`src/rtl/audio_session_ctrl.sv`:
```
// Session controller for the lab3 audio path: turns key pulses into recorder/player commands
// and arbitrates the single SRAM port between recorder writes and player reads.
module audio_session_ctrl #(
  parameter int unsigned        ADDR_W   = 20,
  parameter int unsigned        DATA_W   = 16,
  parameter logic [ADDR_W-1:0]  MAX_ADDR = {ADDR_W{1'b1}}
) (
  input  logic              i_clk,
  input  logic              i_rst_n,
  input  logic              i_key_rec,
  input  logic              i_key_play,
  input  logic              i_key_pause,
  input  logic              i_key_stop,
  output logic              o_rec_start,
  output logic              o_rec_pause,
  output logic              o_rec_stop,
  input  logic              i_rec_valid,
  input  logic [ADDR_W-1:0] i_rec_addr,
  input  logic [DATA_W-1:0] i_rec_data,
  output logic              o_play_start,
  output logic              o_play_pause,
  output logic              o_play_stop,
  input  logic              i_play_req,
  input  logic [ADDR_W-1:0] i_play_addr,
  output logic [DATA_W-1:0] o_play_data,
  output logic              o_play_valid,
  output logic [ADDR_W-1:0] o_sram_addr,
  output logic              o_sram_we_n,
  output logic [DATA_W-1:0] o_sram_wdata,
  input  logic [DATA_W-1:0] i_sram_rdata,
  output logic [2:0]        o_state,
  output logic [ADDR_W-1:0] o_end_addr,
  output logic              o_full,
  output logic              o_done
);

  typedef enum logic [2:0] {
    StIdle      = 3'd0,
    StRec       = 3'd1,
    StRecPause  = 3'd2,
    StPlay      = 3'd3,
    StPlayPause = 3'd4
  } state_e;

  state_e              state_q, state_d;
  logic [ADDR_W-1:0]   end_addr_q, end_addr_d;
  logic                has_rec_q, has_rec_d;
  logic                full_q, full_d;
  logic                rec_start_q, rec_start_d;
  logic                rec_pause_q, rec_pause_d;
  logic                rec_stop_q, rec_stop_d;
  logic                play_start_q, play_start_d;
  logic                play_pause_q, play_pause_d;
  logic                play_stop_q, play_stop_d;
  logic                done_q, done_d;
  logic [ADDR_W-1:0]   sram_addr_q, sram_addr_d;
  logic                sram_we_n_q, sram_we_n_d;
  logic [DATA_W-1:0]   sram_wdata_q, sram_wdata_d;
  logic                rd_pend_q, rd_pend_d;
  logic [DATA_W-1:0]   play_data_q, play_data_d;
  logic                play_valid_q, play_valid_d;

  always_comb begin
    state_d      = state_q;
    end_addr_d   = end_addr_q;
    has_rec_d    = has_rec_q;
    full_d       = full_q;
    rec_start_d  = 1'b0;
    rec_pause_d  = 1'b0;
    rec_stop_d   = 1'b0;
    play_start_d = 1'b0;
    play_pause_d = 1'b0;
    play_stop_d  = 1'b0;
    done_d       = 1'b0;
    sram_addr_d  = sram_addr_q;
    sram_we_n_d  = 1'b1;
    sram_wdata_d = sram_wdata_q;
    rd_pend_d    = 1'b0;
    play_data_d  = play_data_q;
    play_valid_d = 1'b0;

    // Read issued last cycle: SRAM data is valid now.
    if (rd_pend_q) begin
      play_data_d  = i_sram_rdata;
      play_valid_d = 1'b1;
    end

    unique case (state_q)
      StIdle: begin
        if (i_key_rec) begin
          state_d     = StRec;
          rec_start_d = 1'b1;
          end_addr_d  = '0;
          has_rec_d   = 1'b0;
          full_d      = 1'b0;
        end else if (i_key_play && has_rec_q) begin
          state_d      = StPlay;
          play_start_d = 1'b1;
        end
      end
      StRec: begin
        if (i_key_stop) begin
          state_d    = StIdle;
          rec_stop_d = 1'b1;
        end else if (i_key_pause) begin
          state_d     = StRecPause;
          rec_pause_d = 1'b1;
        end
        if (i_rec_valid) begin
          sram_addr_d  = i_rec_addr;
          sram_wdata_d = i_rec_data;
          sram_we_n_d  = 1'b0;
          end_addr_d   = i_rec_addr;
          has_rec_d    = 1'b1;
          // Memory exhausted: this write lands, then the session closes itself.
          if (i_rec_addr == MAX_ADDR) begin
            full_d      = 1'b1;
            rec_stop_d  = 1'b1;
            rec_pause_d = 1'b0;
            state_d     = StIdle;
          end
        end
      end
      StRecPause: begin
        if (i_key_stop) begin
          state_d    = StIdle;
          rec_stop_d = 1'b1;
        end else if (i_key_pause) begin
          state_d     = StRec;
          rec_start_d = 1'b1;
        end
      end
      StPlay: begin
        if (i_key_stop) begin
          state_d     = StIdle;
          play_stop_d = 1'b1;
        end else if (i_key_pause) begin
          state_d      = StPlayPause;
          play_pause_d = 1'b1;
        end
        if (i_play_req) begin
          if (i_play_addr <= end_addr_q) begin
            sram_addr_d = i_play_addr;
            rd_pend_d   = 1'b1;
          end else begin
            done_d       = 1'b1;
            play_stop_d  = 1'b1;
            play_pause_d = 1'b0;
            state_d      = StIdle;
          end
        end
      end
      StPlayPause: begin
        if (i_key_stop) begin
          state_d     = StIdle;
          play_stop_d = 1'b1;
        end else if (i_key_pause) begin
          state_d      = StPlay;
          play_start_d = 1'b1;
        end
      end
      default: state_d = StIdle;
    endcase
  end

  always_ff @(posedge i_clk) begin
    if (i_rst_n) begin
      state_q      <= StIdle;
      end_addr_q   <= '0;
      has_rec_q    <= 1'b0;
      full_q       <= 1'b0;
      rec_start_q  <= 1'b0;
      rec_pause_q  <= 1'b0;
      rec_stop_q   <= 1'b0;
      play_start_q <= 1'b0;
      play_pause_q <= 1'b0;
      play_stop_q  <= 1'b0;
      done_q       <= 1'b0;
      sram_addr_q  <= '0;
      sram_we_n_q  <= 1'b1;
      sram_wdata_q <= '0;
      rd_pend_q    <= 1'b0;
      play_data_q  <= '0;
      play_valid_q <= 1'b0;
    end else begin
      state_q      <= state_d;
      end_addr_q   <= end_addr_d;
      has_rec_q    <= has_rec_d;
      full_q       <= full_d;
      rec_start_q  <= rec_start_d;
      rec_pause_q  <= rec_pause_d;
      rec_stop_q   <= rec_stop_d;
      play_start_q <= play_start_d;
      play_pause_q <= play_pause_d;
      play_stop_q  <= play_stop_d;
      done_q       <= done_d;
      sram_addr_q  <= sram_addr_d;
      sram_we_n_q  <= sram_we_n_d;
      sram_wdata_q <= sram_wdata_d;
      rd_pend_q    <= rd_pend_d;
      play_data_q  <= play_data_d;
      play_valid_q <= play_valid_d;
    end
  end

  assign o_rec_start  = rec_start_q;
  assign o_rec_pause  = rec_pause_q;
  assign o_rec_stop   = rec_stop_q;
  assign o_play_start = play_start_q;
  assign o_play_pause = play_pause_q;
  assign o_play_stop  = play_stop_q;
  assign o_play_data  = play_data_q;
  assign o_play_valid = play_valid_q;
  assign o_sram_addr  = sram_addr_q;
  assign o_sram_we_n  = sram_we_n_q;
  assign o_sram_wdata = sram_wdata_q;
  assign o_state      = state_q;
  assign o_end_addr   = end_addr_q;
  assign o_full       = full_q;
  assign o_done       = done_q;

endmodule

```
`config.mk`:
```
export PLATFORM = sky130hd
export DESIGN_NAME = audio_session_ctrl
export DESIGN_NICKNAME = d
export VERILOG_FILES = /design/src/rtl/audio_session_ctrl.sv
export SDC_FILE = /design/constraint.sdc
export NUM_CORES = 1
export LEC_CHECK = 0
export ABC_AREA = 1
export ABC_CLOCK_PERIOD_IN_PS = 5270
export CAP_MARGIN = 20
export CORE_MARGIN = 5
export CORE_UTILIZATION = 40
export CTS_CLUSTER_DIAMETER = 60
export CTS_CLUSTER_SIZE = 10
export DETAILED_ROUTE_END_ITERATION = 6
export DONT_BUFFER_PORTS = 1
export GPL_TIMING_DRIVEN = 0
export SETUP_SLACK_MARGIN = 0.02
export SLEW_MARGIN = 30
export SYNTH_ARGS = -nofsm -noshare
export SYNTH_HDL_FRONTEND = slang
export SYNTH_SLANG_ARGS = --single-unit
```
`constraint.sdc`:
```
create_clock -name i_clk -period 5.27 [get_ports i_clk]
set_input_delay 1.054 -clock i_clk [delete_from_list [all_inputs] [get_ports i_clk]]
set_output_delay 1.054 -clock i_clk [all_outputs]
set_load 0.01 [all_outputs]
```
==> reports/qor.yml <==
numClockSinks: 87
num_vias: 3608
root_buffer: "clkbuf_8"
fmax_mhz: 412
synthesis.nets: 679
grt_max_degree: 15
fp.coreArea_mm2: 0.00982
vdd_drop_max_v: 0.000160
place.gp.congestion: 0.910
yosysSeqAreaShare: 0.429
slowest_delay_ns: 0.27
nets: 690
postCtsSetupRepairBufs: 0
grt_usage: 0.185
ys_seq_elements: 87
syn_area_per_cell_um2: 7.01
cap_violations: 0
cts.clk_slew.worst_paths_ns: 0.08
routedWlPerCell_um: 16.0
viasPerCell: 4.96
grt_pass1_wl_um: 18200
drive_above_1_share: 0.0840
portBuffers: 0
tightest_slew_ns: 0.581
rsz0062_at_grt: "false"
cp_common_cell: "nand2_1"
antenna_found_initial: 0
drtAntennaViolNets: 0
yosys.cell_types.count: 32
criticalPathCategory: "in -> reg"
finalHoldViolations: 0
worst-path-stages: 12
period_share: 0.461
syn_to_final_growth_pct: 9.80
path_cells: "ha_1, nand2_1, nor2_1, nand2_1, nor2_2, nand4_1, and2_4, nand2_1, nand2_4, buf_6, o21ai_0, nor2_1"
std_cell_rows: 36
end_kind: "flop"
critical-path-top-delay-family: "simple AND/OR/NAND/NOR gates"
final.setup.tns_ns: 0
cp_max_fo: 10
max_slew_margin: 0.613
die_x_um: 111
setup_violations: 0
grt-ovfl-total: 0
postSynthCellCount: 579
cp.arrival_ns: 2.68
most-common-layout-cells: "136 x nand2_1, 111 x nor2_1, 87 x dfxtp_1"
firstDrtPassIters: 4
cts.repair.resized: 0
fin_crit_ns: 2.43
cp.buffers_inverters: 1
drv_slew: 0
initial_core_util: 0.413
hpwlAfterDp_um: 9370
postCtsHoldBufs: 0
numCtsBuffers: 9
final_common_cell: "nand2_1"
ys.warnings.count: 0
clock_skew_ns: 0.00976
drt-initial-drc-count: 238
slowest_stage: "ha_1"
mappedNetlistArea_mm2: 0.00406
die_y_um: 111
drc: 0
cellLeakagePower_uw: 0.00191
cts_tree: "yes"
p_per_area_mw_per_mm2: 347
antenna_cells: 0
worstHoldPathType: "reg -> reg"
clock_latency_ns: 0.35
clockBufferDepth: 2
cp.required_ns: 5.52
grt_pass1_vias: 3384
rr_worst_depth: 13
hold_depth: 2
fill_cells: 1048
io_pins: 165
htreeDepth: 3
p_total_uw: 1550
dieArea_mm2: 0.0123
worst_setup_path_start_kind: "primary input"
status: "complete, no violations"
routed_wl_um: 11600
[cell usage after synthesis, drive strengths merged]
cell    count  share of area
nand4       4         0.0062
nand3       6         0.0086
a21o        2         0.0037
or2         1         0.0015
nor2      124           0.12
buf        10          0.019
o22ai       1         0.0031
o211ai      1         0.0018
nand2     137           0.13
o21ai      64          0.080
clkbuf     16          0.015
o31ai       1         0.0018
ha         20          0.062
dfxtp      87           0.43
and2        1         0.0022
clkinv      2         0.0018
inv        56          0.052
nor4        2         0.0031
a21oi      35          0.043
nor3        9          0.015
[power breakdown]
part | switching, µW | internal (µW) | total, µW
Combinational | 156 | 89.8 | 246
Clock | 234 | 295 | 529
Sequential | 65.6 | 708 | 773
[sequential cells by signal, summed over array words and instances, names as in the netlist]
register and count:
o_play_data 16, o_full 1, o_rec_start 1, o_play_valid 1
o_done 1, has_rec_q 1, o_play_pause 1, o_rec_stop 1
o_play_start 1, o_play_stop 1, o_sram_wdata 16, o_state 3
o_rec_pause 1, o_end_addr 20, o_sram_addr 20, rd_pend_q 1
o_sram_we_n 1
[through the flow]
| stage | hold WS, ns | utilization | setup WS, ns | instances | cell area (µm²) |
|---|---|---|---|---|---|
| floorplan | 0.457 | - | 2.73 | 579 | 4060 |
| global placement | 0.485 | 0.430 | 2.51 | 712 | 4230 |
| detailed placement | 0.489 | 0.430 | 2.48 | 712 | 4230 |
| CTS | 0.511 | 0.454 | 2.87 | 728 | 4460 |
| global route | 0.551 | 0.454 | 2.72 | 728 | 4460 |
| finish | 0.515 | 0.454 | 2.84 | 728 | 4460 |
[logic make-up (layout without fill, tap and decap cells)]
kind of cell | count (synthesis) | after routing | share of synthesized area
buffers and inverters | 84 | 100 | 0.0881
and+or+nand+nor | 284 | 284 | 0.288
adders and majority gates | 20 | 20 | 0.0616
AOI/OAI and AO/OA | 104 | 104 | 0.133
DFF | 87 | 87 | 0.429
[worst paths after layout]
| path | startpoint | end | slack [ns] |
|---|---|---|---|
| worst min-delay path | has_rec_q | has_rec_q | 0.52 |
| worst min register to register | has_rec_q | has_rec_q | 0.52 |
| worst max register to register | o_end_addr[19] | o_sram_addr[4] | 3.02 |
| worst max-delay path | i_play_addr[11] | o_sram_addr[4] | 2.84 |
[cell type report]
class | count | area (µm²) | share of cell area
Buffer | 26 | 138 | 0.0309
Clock buffer | 12 | 155 | 0.0348
Clock inverter | 4 | 76.3 | 0.0171
Inverter | 58 | 220 | 0.0494
Multi-Input combinational cell | 408 | 1960 | 0.440
Sequential cell | 87 | 1740 | 0.391
Tap cell | 133 | 166 | 0.0373
[metal layers]
metal | vias up | global-route usage | part of all wire
met3 | 15 | 0.0775 | 0.12
met4 | 0 | 0.0731 | 0.018
met2 | 139 | 0.295 | 0.46
met5 | - | 0 | 0
met1 | 1608 | 0.220 | 0.40
li1 | 1846 | - | -
[tightest hold or removal path, cell delays in order (launching register included)]
cell and delay, ns:
dfxtp_1 0.34, a21oi_1 0.06, nor2_1 0.08
Power figures use the tool's default switching activity.
